<file path="src/rtl/idelay_load_sequencer.sv">
// Loads per-lane fine delays over a shared bus, then issues one common set and a settle hold-off.
// Define IDELAY_SEQ_READBACK_EN to add staged/committed per-lane delay registers with readback.
module idelay_load_sequencer #(
  parameter int unsigned NUM_LANES     = 8,
  parameter int unsigned LANE_BITS     = 3,
  parameter int unsigned SET_GAP       = 1,
  parameter int unsigned SETTLE_CYCLES = 4
) (
  input  logic                 clk_i,
  input  logic                 rst_ni,
  input  logic                 cmd_valid_i,
  output logic                 cmd_ready_o,
  input  logic [LANE_BITS-1:0] cmd_lane_i,
  input  logic [7:0]           cmd_delay_i,
  input  logic                 cmd_last_i,
  output logic [7:0]           dly_data_o,
  output logic [NUM_LANES-1:0] dly_ld_o,
  output logic                 dly_set_o,
  output logic                 busy_o,
  output logic                 done_o,
  output logic                 err_o,
  input  logic [LANE_BITS-1:0] rd_lane_i,
  output logic [7:0]           rd_delay_o
);

  typedef enum logic [2:0] {IDLE, LOAD, GAP, SET, SETTLE} state_e;

  state_e                 state_q, state_d;
  logic [7:0]             cnt_q, cnt_d;
  logic [7:0]             dly_data_q, dly_data_d;
  logic [NUM_LANES-1:0]   dly_ld_q, dly_ld_d;
  logic                   set_q, set_d;
  logic                   done_q, done_d;
  logic                   err_q, err_d;
  logic                   cmd_fire;
  logic                   lane_ok;

  assign cmd_ready_o = (state_q == IDLE) || (state_q == LOAD);
  assign cmd_fire    = cmd_valid_i && cmd_ready_o;
  assign lane_ok     = 32'(cmd_lane_i) < NUM_LANES;

  always_comb begin
    state_d = state_q;
    cnt_d   = cnt_q;
    case (state_q)
      IDLE, LOAD: begin
        if (cmd_fire) begin
          if (cmd_last_i) begin
            if (SET_GAP > 0) begin
              state_d = GAP;
              cnt_d   = 8'(SET_GAP - 1);
            end else begin
              state_d = SET;
            end
          end else begin
            state_d = LOAD;
          end
        end
      end
      GAP: begin
        if (cnt_q == 8'd0) state_d = SET;
        else               cnt_d   = cnt_q - 8'd1;
      end
      SET: begin
        // The set strobe is registered, so the first SETTLE cycle is the set cycle itself.
        state_d = SETTLE;
        cnt_d   = 8'(SETTLE_CYCLES);
      end
      SETTLE: begin
        if (cnt_q == 8'd0) state_d = IDLE;
        else               cnt_d   = cnt_q - 8'd1;
      end
      default: state_d = IDLE;
    endcase
  end

  always_comb begin
    dly_data_d = cmd_fire ? cmd_delay_i : dly_data_q;
    err_d      = cmd_fire && !lane_ok;
    set_d      = (state_q == SET);
    done_d     = (state_q == SETTLE) && (cnt_q == 8'd0);
    dly_ld_d   = '0;
    for (int i = 0; i < NUM_LANES; i++) begin
      dly_ld_d[i] = cmd_fire && (cmd_lane_i == LANE_BITS'(i));
    end
  end

  always_ff @(posedge clk_i or negedge rst_ni) begin
    if (!rst_ni) begin
      state_q    <= IDLE;
      cnt_q      <= 8'd0;
      dly_data_q <= 8'd0;
      dly_ld_q   <= '0;
      set_q      <= 1'b0;
      done_q     <= 1'b0;
      err_q      <= 1'b0;
    end else begin
      state_q    <= state_d;
      cnt_q      <= cnt_d;
      dly_data_q <= dly_data_d;
      dly_ld_q   <= dly_ld_d;
      set_q      <= set_d;
      done_q     <= done_d;
      err_q      <= err_d;
    end
  end

  assign dly_data_o = dly_data_q;
  assign dly_ld_o   = dly_ld_q;
  assign dly_set_o  = set_q;
  assign done_o     = done_q;
  assign err_o      = err_q;
  assign busy_o     = (state_q != IDLE);

`ifdef IDELAY_SEQ_READBACK_EN
  logic [7:0] stage_q  [NUM_LANES];
  logic [7:0] shadow_q [NUM_LANES];
  logic [7:0] rd_delay_q, rd_delay_d;

  always_comb begin
    rd_delay_d = 8'd0;
    for (int i = 0; i < NUM_LANES; i++) begin
      if (rd_lane_i == LANE_BITS'(i)) rd_delay_d = shadow_q[i];
    end
  end

  always_ff @(posedge clk_i or negedge rst_ni) begin
    if (!rst_ni) begin
      for (int i = 0; i < NUM_LANES; i++) begin
        stage_q[i]  <= 8'd0;
        shadow_q[i] <= 8'd0;
      end
      rd_delay_q <= 8'd0;
    end else begin
      // Staging follows the ld strobes; shadows only move on the common set.
      for (int i = 0; i < NUM_LANES; i++) begin
        if (dly_ld_d[i]) stage_q[i]  <= cmd_delay_i;
        if (set_q)       shadow_q[i] <= stage_q[i];
      end
      rd_delay_q <= rd_delay_d;
    end
  end

  assign rd_delay_o = rd_delay_q;
`else
  logic unused_rd_lane;
  assign unused_rd_lane = ^rd_lane_i;
  assign rd_delay_o     = 8'd0;
`endif

endmodule

</file>
<file path="config.mk">
export PLATFORM = sky130hd
export DESIGN_NAME = idelay_load_sequencer
export DESIGN_NICKNAME = d
export VERILOG_FILES = /design/src/rtl/idelay_load_sequencer.sv
export SDC_FILE = /design/constraint.sdc
export NUM_CORES = 1
export LEC_CHECK = 0
export CAP_MARGIN = 20
export CORE_ASPECT_RATIO = 0.9
export CORE_UTILIZATION = 38
export CTS_CLUSTER_DIAMETER = 30
export DETAILED_ROUTE_END_ITERATION = 8
export DONT_BUFFER_PORTS = 1
export HOLD_SLACK_MARGIN = 0.1
export MAX_ROUTING_LAYER = met4
export SYNTH_ARGS = -nofsm -noshare
export SYNTH_HDL_FRONTEND = slang
export SYNTH_SLANG_ARGS = --single-unit
</file>
<file path="constraint.sdc">
create_clock -name clk_i -period 5 [get_ports clk_i]
set_clock_uncertainty 0.2 [all_clocks]
set_input_delay 0.5 -clock clk_i [delete_from_list [all_inputs] [get_ports clk_i]]
set_output_delay 0.5 -clock clk_i [all_outputs]
set_load 0.02 [all_outputs]
</file>
-- Word level (Yosys, flattened, before mapping)
Cells that the tools add are included.
- $add $sub $neg: 1
- eq/ne operators: 16
- multiplexer cells: 9
- reduce and logical (&&, ||, !) cells: 20
- operators with widths (kind ; number):
    two-way mux 8 bit ; 3
    one-hot mux 8 bit (3 select lines) ; 1
    == test 3 bit, second input constant ; 5
    == test 3 x 2 -> 1 bit, second input constant ; 4
    one-hot mux 3 bit (4 select lines) ; 1
    logical AND 1 bit ; 10
    inequality test 2 bit, second input constant ; 5
    two-way mux 3 bit ; 3
    logical NOT 8 bit ; 1
    subtractor 8 x 1 -> 8 bit, second input constant ; 1
    == test 3 x 1 -> 1 bit, second input constant ; 2
    logical NOT 3 bit ; 2
    nonzero test 3 bit ; 2
    AND reduction 4 bit ; 1
    OR reduction 2 bit ; 2
    AND reduction 3 bit ; 1
    two-way mux 2 bit ; 1
    logical OR 1 bit ; 1
- register bits: 29
- input port bits: 18
- output and inout port bits: 29

-- Longest topological paths before layout
Gate-level depths: netlist of run 1.
- depth in word-level cells: 5
- mapped depth: 6
- mapped depth without buffers: 6

-- Least setup slack after synthesis of run 1
OpenSTA, ideal clock, no wires.
- path type: reg2reg
- start: reg state_q[1]
- end: reg cnt_q[1]
- library setup time: 125 ps
- data arrival time: 1630 ps
- required time: 4675 ps
- path slack: 3045 ps
- cell stages (with the launch flop): 6
- buffers on the path: 1
- clock period less this slack: 1955 ps
- cell sequence: dfrtp_1 -> clkbuf_2 -> or3b_4 -> a32oi_4 -> or2_4 -> mux2_4
- cells in the longest elaborated chain, start to end: 5
- RTL lines (element ; RTL line ; RTL):
    start, declared ; 28 ; state_e state_q, state_d;
    start signal, assigned ; 98 ; state_q <= state_d;
    == test 3 x 1 -> 1 bit / logical NOT 3 bit (equally long branches) ; 38, 45 ;
    logical OR 1 bit ; 38 ; assign cmd_ready_o = (state_q == IDLE) || (state_q == LOAD);
    logical AND 1 bit ; 39 ; assign cmd_fire = cmd_valid_i && cmd_ready_o;
    inequality test 2 bit (no line) ; -- ;
    AND reduction 4 bit (no line) ; -- ;
    end signal, assigned ; 99 ; cnt_q <= cnt_d;
    end, declared ; 29 ; logic [7:0] cnt_q, cnt_d;
Parallel ways exist; a longest one is shown, timed or not.
A chain may end at the register's enable or synchronous reset.

-- Worst setup path in the final report of run 1
- start: reg state_q[1]
- end: reg dly_ld_q[0], in the netlist dly_ld_o[0]
- cells in the longest elaborated chain, start to end: 4
- RTL lines (element ; RTL line ; RTL):
    == test 3 x 1 -> 1 bit / logical NOT 3 bit (equally long branches) ; 38 ;
    logical OR 1 bit * ; 38 ;
    named net cmd_ready_o ; 12 ; output logic cmd_ready_o,
    logical AND 1 bit * ; 39 ;
    logical AND 1 bit * ; 84 ; dly_ld_d[i] = cmd_fire && (cmd_lane_i == LANE_BITS'(i));
    named net dly_ld_d[0] ; 31 ; logic [NUM_LANES-1:0] dly_ld_q, dly_ld_d;
    end signal, assigned ; 101 ; dly_ld_q <= dly_ld_d;
    end, declared ; 31 ;
The timed path passes the listed nets; every way through them passes the cells marked *.

==> results by group, run 1 <==
Status
  – Outcome: finished, final reports clean

Global routing
  – First-pass GRT wire length: 4170 um
  – Initial antenna violation count: 0
  – Global route overflow: 0
  – Overall Global Routing Usage: 15.1%
  – Largest net degree at the start of global routing: 30
  – Vias in the first global route: 953

Clocking
  – TritonCTS clock tree: yes
  – Clock transition at path regs: 0.07 ns
  – CTS buffer count: 5
  – Clk_lat worst skew: 0.28 ns
  – CTS sink cnt: 29
  – Root Buffer: clkbuf_8
  – # H-tree levels: 2
  – CTS Buffer Depth: 2

Power
  – Pwr dens: 621 mW/mm2
  – Max VDD drop: 0.294 mV
  – Static Leakage: 0.737 nW

Layout
  – # diodes: 0
  – Layout cell share with drive strength beyond 1: 17.9%
  – Area Overhead vs Synth: 12.1%
  – Area of the multi-input gates: 598 um2
  – FILL cells: 317
  – Fin nets: 153
  – Register area: 726 um2

Synth
  – Unique masters post-synth: 40
  – Area leader, netlist: dfrtp_1
  – Flops & latches, synth: 29
  – Number of synthesized flops with an enable pin: 0
  – Syn avg cell area: 11.2 um2
  – Proportion of netlist area held by the largest area contributor: 51.6%
  – Ys async rst share: 100%
  – Top area cells in the synthesized netlist: dfrtp_1 (52%), mux2_2 (6.4%), buf_4 (4.8%)
  – Post-Synthesis Cells: 125
  – Yosys warning count: 0
  – Post-synth top cells: dfrtp_1 (29), nor2_1 (10), buf_4 (9)
  – Most numerous cell in the Yosys netlist: dfrtp_1
  – Seq/Total Area, Yosys: 51.6%
  – Predominant post-synthesis flop cell: dfrtp_1
  – Synthesized area: 0.00141 mm2

Worst setup path
  – Startpoint Class: register
  – FF-to-FF Start: state_q[1]
  – CP endpoint kind: register
  – Reg2reg path depth: 4
  – Max Fanout on Critical Path: 12
  – Critical setup path kind: reg -> reg
  – Critical Path AT: 2.47 ns
  – Reg2Reg Setup Slack: 2.55 ns
  – Reg-to-Reg End: dly_ld_o[0]
  – WP data required: 5.02 ns

Placement
  – DP Worst Slack: 2.93 ns
  – Port bufs: 0
  – Gpl congestion: 0.735
  – DPL Wire Length: 1820 um

Route
  – Post-DR vias/cell: 5.20
  – Residual DRC: 0
  – Remaining antenna violation count after routing: 0
  – Routed vias: 926
  – Average wire per standard cell: 14.9 um
  – Final wirelength: 2660 um
  – Initial DRC Count: 56
  – Drt pass-1 iters: 4

Timing
  – Endpoints failing hold: 0
  – Setup TNS: 0 ns
  – RSZ-0062 raised after global routing: no
  – Setup ws final: 2.55 ns
  – Highest clock rate: 408 MHz
  – Actual slew at the worst max-slew pin: 0.649 ns
  – Minimum clock period: 2.45 ns
  – Slew headroom: 56.5%
  – Fin. max-slew vios: 0
  – Post-route clock period utilization: 49.0%
  – Setup violators final: 0

Hold path
  – HP Start: cmd_lane_i[0]
  – Min-Delay Path Class: in -> reg
  – Worst hold endpoint: dly_ld_o[7]
  – Worst Hold Depth: 2

Floorplan
  – Die Ht: 59.7 um
  – Initial core utilization: 40.7%
  – Core region area: 0.00345 mm2
  – I/O pins: 47
  – Rows: 20
  – DIE WIDTH: 66.1 um
  – Die area: 0.00394 mm2

Flow run
  – Max cap viols: 0
## cells by family after synthesis
kind of cell	Yosys count	synth area share (%)
adders and majority gates	2	1.78
xor gates and xnor gates	1	0.623
AOI/OAI and AO/OA	20	11.6
other	1	0.267
and+or+nand+nor	44	18.0
muxes	10	8.19
buffers and inverters	18	7.92
DFF	29	51.6
## state kept, by name, indices dropped and copies added, names as in the netlist
register,cells
cnt_q,8
dly_ld_o,8
dly_set_o,1
dly_data_o,8
state_q,3
done_o,1
## critical path: stages, from the launching register on
cell           delay, ns
dfrtp_1             0.46
nor2_1              0.46
nand2_1             0.42
nor4_1              0.27
dlygate4sd3_1       0.59
## final cells by class
cell class	count	share of cell area, %
Clock buffer	7	6.12
Clock inverter	1	0.318
Inverter	4	0.953
Multi-Input combinational cell	86	38.0
Sequential cell	29	46.1
Tap cell	44	3.49
Timing Repair Buffer	7	5.08
## power breakdown
group          internal, mW  switching, mW
clock                 0.124         0.0878
combinational         0.160          0.194
sequential            0.301          0.112
## repair_timing
action | 4_1_cts | 5_1_grt
endpoints found under the hold margin | 33 | 0
hold buffers | 7 | 0
buffers inserted | 0 | 0
gates resized for setup | 0 | 0
## per-stage QoR
step | util (%) | std cells | cell area, um2 | power, mW | hold slack (ns)
floorplan | - | 133 | 1440 | 0.706 | 0.00441
global placement | 40.4 | 163 | 1390 | 0.740 | 0.00534
detailed placement | 40.4 | 163 | 1390 | 0.759 | 0.00538
CTS | 45.6 | 178 | 1580 | 0.983 | 0.146
global route | 45.6 | 178 | 1580 | 1.03 | 0.158
finish | 45.6 | 178 | 1580 | 0.979 | 0.154
## worst max-delay path by stage
stage	from	end	slack, ns	cells after the start
floorplan	state_q[1]	cnt_q[1]	3.04	5
global placement	state_q[1]	cnt_q[1]	2.97	4
detailed placement	state_q[1]	cnt_q[1]	2.93	4
CTS	state_q[1]	dly_ld_o[0]	2.58	4
global route	state_q[1]	dly_ld_o[0]	2.34	4
finish	state_q[1]	dly_ld_o[0]	2.55	4
## metal layers
metal | wire, um | track usage [%]
met5 | 0 | -
met4 | 44 | 7.60
met3 | 152 | 5.15
met2 | 1250 | 22.6
met1 | 1210 | 18.1
## cells in the final DEF (no fill, tap or decap), types with 2 or more instances in the layout
cell | Yosys | routed
o22ai_1 | 5 | 5
clkbuf_8 | 0 | 7
nor2_1 | 10 | 10
nand2b_1 | 6 | 6
nand3_1 | 2 | 2
nor4_1 | 2 | 2
mux2_2 | 8 | 8
nor3b_1 | 2 | 2
nand2_1 | 6 | 6
o2bb2ai_1 | 4 | 4
o21ai_0 | 3 | 3
inv_1 | 4 | 4
nor3_1 | 7 | 7
ha_1 | 2 | 2
nand3b_1 | 2 | 2
conb_1 | 1 | 9
dfrtp_1 | 29 | 29
dlygate4sd3_1 | 0 | 6
(Power assumes the default switching activity.)
==> run 2, diff against run 1 <==
- ABC_AREA: not set -> 1
- clock period: 5 -> 2.5 ns (I/O delays scaled with it)
==> results by group, run 2 <==
Status
  – Outcome: finished, final reports clean

Route
  – Residual DRC: 0 (unchanged)
  – Routed vias: 1,223 (+32%)
  – Average wire per standard cell: 12.5 um (-16%)
  – Remaining antenna violation count after routing: 0 (unchanged)
  – Drt pass-1 iters: 4 (unchanged)
  – Post-DR vias/cell: 4.74 (-8.9%)
  – Initial DRC Count: 30 (-46%)
  – Final wirelength: 3220 um (+21%)

Synth
  – Synth Area in Compound Gates: 3.15% (-8.4 points)
  – Flops & latches, synth: 29 (unchanged)
  – Post-Synth XOR/XNOR Area: 1.84% (+1.2 points)
  – Adder-cell share of the synthesized area: 1.75% (-0.033 points)
  – Most numerous cell in the Yosys netlist: nand2_1
  – Number of synthesized flops with an enable pin: 0 (unchanged)
  – Ys async rst share: 100% (unchanged)
  – Top area cells in the synthesized netlist: dfrtp_1 (51%), nand2_1 (16%), nor2_1 (6.6%)
  – Area leader, netlist: dfrtp_1
  – Post-Synthesis Cells: 181 (+45%)
  – Mux cell area share after synthesis: 0% (-8.2 points)
  – Unique masters post-synth: 21 (-48%)
  – Seq/Total Area, Yosys: 50.7% (-0.95 points)
  – Largest family of logic cells by synthesized area: simple AND/OR/NAND/NOR gates
  – Proportion of netlist area held by the largest area contributor: 50.7% (-0.95 points)
  – Syn avg cell area: 7.91 um2 (-30%)
  – Synthesized area: 0.00143 mm2 (+1.9%)
  – Yosys warning count: 0 (unchanged)
  – Post-synth top cells: nand2_1 (62), dfrtp_1 (29), nor2_1 (25)
  – Predominant post-synthesis flop cell: dfrtp_1
  – Simple-gate portion of the synthesized area: 32.3% (+14 points)

Timing
  – RSZ-0062 raised after global routing: no
  – Endpoints failing hold: 0 (unchanged)
  – Setup TNS: 0 ns (unchanged)
  – Hold WS: 0.115 ns (-0.0392 ns)
  – Setup violators final: 0 (unchanged)
  – Minimum clock period: 2.41 ns (-0.0403 ns)
  – Highest clock rate: 415 MHz (+1.7%)
  – Fin. max-slew vios: 0 (unchanged)
  – Setup ws final: 0.0896 ns (-2.46 ns)
  – Post-route clock period utilization: 96.4% (+47 points)

Floorplan
  – Core region area: 0.00348 mm2 (+0.72%)
  – Die Ht: 60.2 um (+0.90%)
  – Rows: 20 (unchanged)
  – I/O pins: 47 (unchanged)
  – Initial core utilization: 41.2% (+0.46 points)
  – Die area: 0.00402 mm2 (+1.8%)
  – DIE WIDTH: 66.7 um (+0.91%)

Global routing
  – Largest net degree at the start of global routing: 30 (unchanged)
  – First-pass GRT wire length: 5090 um (+22%)
  – Global route overflow: 0 (unchanged)
  – Overall Global Routing Usage: 18.1% (+3.0 points)
  – Vias in the first global route: 1,111 (+17%)
  – Initial antenna violation count: 0 (unchanged)

Power
  – Clock power frac: 39.1% (+17 points)
  – P_sw: 0.184 mW (-53%)
  – Power Internal: 0.672 mW (+15%)
  – Max VDD drop: 0.321 mV (+9.2%)
  – Static Leakage: 0.973 nW (+32%)
  – Pwr dens: 461 mW/mm2 (-26%)
  – Final Power: 0.855 mW (-13%)
  – Sequential share of power: 54.9% (+13 points)
  – Logic pwr share: 6.0% (-30 points)
  – Switch share: 21.5% (-19 points)

Worst setup path
  – Reg2Reg Setup Slack: 0.09 ns (-2.46 ns)
  – Worst setup path endpoint: dly_data_o[1]
  – Reg2reg path depth: 7 (+3)
  – CP endpoint kind: register
  – Startpoint Class: register
  – Critical Path AT: 2.41 ns (-0.06 ns)
  – Max Fanout on Critical Path: 6 (-6)
  – FF-to-FF Start: state_q[0]
  – Critical Path Start: state_q[0]
  – Reg-to-Reg End: dly_data_o[1]
  – Critical setup path kind: reg -> reg
  – WP data required: 2.50 ns (-2.52 ns)

Layout
  – FILL cells: 286 (-9.8%)
  – Commonest non-fill, non-tap cells in the layout: nand2_1 (62), dfrtp_1 (28), dlygate4sd3_1 (27)
  – Area Overhead vs Synth: 29.7%
  – # diodes: 0 (unchanged)
  – Area of the multi-input gates: 647 um2 (+8.2%)
  – Layout cell share with drive strength beyond 1: 8.41% (-9.5 points)
  – Fin nets: 235 (+54%)
  – Register area: 727 um2 (+0.17%)
  – Commonest non-fill, non-tap cell in the layout: nand2_1

Placement
  – DPL Wire Length: 1910 um (+4.8%)
  – Gpl congestion: 0.737 (+0.18%)
  – DP Worst Slack: 0.661 ns (-2.27 ns)
  – Port bufs: 0 (unchanged)

Clocking
  – TritonCTS clock tree: yes
  – Root Buffer: clkbuf_8
  – # H-tree levels: 2 (unchanged)
  – CTS Buffer Depth: 2 (unchanged)
  – Clock transition at path regs: 0.06 ns (about the same)
  – Clk_lat worst skew: 0.27 ns (about the same)
  – CTS sink cnt: 29 (unchanged)
  – CTS buffer count: 5 (unchanged)
  – Post-CTS setup buffer count: 0 (unchanged)

Hold path
  – Min-Delay Path Class: in -> reg

Flow run
  – Max cap viols: 0 (unchanged)
-- run 2: cell types whose count changed after synthesis, moves of 8 or more --
cell     previous run  this run
inv_1               4        17
mux2_2              8         0
nand2_1             6        62
nand3_1             2        12
nor2_1             10        25
-- run 2: what timing repair did --
item | 4_1_cts | 5_1_grt
hold endpoints to repair | 47 | 0
resized for setup | 0 | 7
hold buffers | 28 | 0
endpoints found under the setup margin | 0 | 5
-- run 2: area by class of cell --
cell class / instances / share of cell area, %
well taps: 44 / 2.96
clock buffers: 5 / 3.71
flip-flops and latches: 29 / 39.2
multi-input cells: 134 / 34.8
inverters: 17 / 3.44
clock inverters: 1 / 0.270
repair buffers: 28 / 15.6
-- run 2: power groups by stage --
stage          logic (mW)  clock network [mW]  registers [mW]
2_1_floorplan      0.0282                   0           0.478
3_3_place_gp       0.0158                   0           0.478
3_5_place_dp       0.0159                   0           0.478
4_1_cts            0.0502               0.345           0.470
5_1_grt            0.0557               0.366           0.469
6_report           0.0510               0.335           0.470
-- run 2: how the worst min path moves through the flow --
| stage | startpoint | to | slack [ns] | cells past startpoint |
|---|---|---|---|---|
| after CTS | cmd_valid_i | cnt_q[6] | 0.11 | 4 |
| final | cmd_valid_i | cnt_q[6] | 0.11 | 4 |
| after global routing | cmd_valid_i | cnt_q[6] | 0.16 | 4 |
| after detailed placement | rst_ni | done_o | -0.24 | 0 |
| after global placement | rst_ni | done_o | -0.24 | 0 |
| after floorplan | rst_ni | cnt_q[0] | -0.25 | 0 |
-- run 2: per-stage QoR --
stage | cells | area (um2) | utilization, %
3_5_place_dp | 222 | 1440 | 41.3
3_3_place_gp | 222 | 1440 | 41.3
2_1_floorplan | 189 | 1460 | -
4_1_cts | 256 | 1800 | 51.8
5_1_grt | 258 | 1860 | 53.4
6_report | 258 | 1860 | 53.4
-- run 2: per-layer routing --
| metal | part of all wire, % | global-route usage (%) | vias to the layer above |
|---|---|---|---|
| li1 | - | - | 604 |
| met1 | 44 | 20.7 | 568 |
| met2 | 49 | 30.2 | 47 |
| met3 | 6.1 | 5.92 | 4 |
| met4 | 0.65 | 5.47 | 0 |
| met5 | 0 | - | - |
-- run 2: kinds of logic (layout without fill, tap and decap cells) --
kind of cell | after synthesis | in the layout
simple gates | 109 | 111
other cells | 1 | 9
compound gates | 9 | 9
xor+xnor | 3 | 3
flops | 29 | 29
fa+ha+maj | 2 | 2
buf+inv | 28 | 51
-- run 2: worst max-delay path, cell delays in order (launching register included) --
cell and delay [ns]:
dfrtp_2 0.46, nor2_4 0.13, nand2_4 0.14, nand2_8 0.13, nand3_1 0.09, dlygate4sd3_1 0.57
nand2_1 0.07, dlygate4sd3_1 0.56
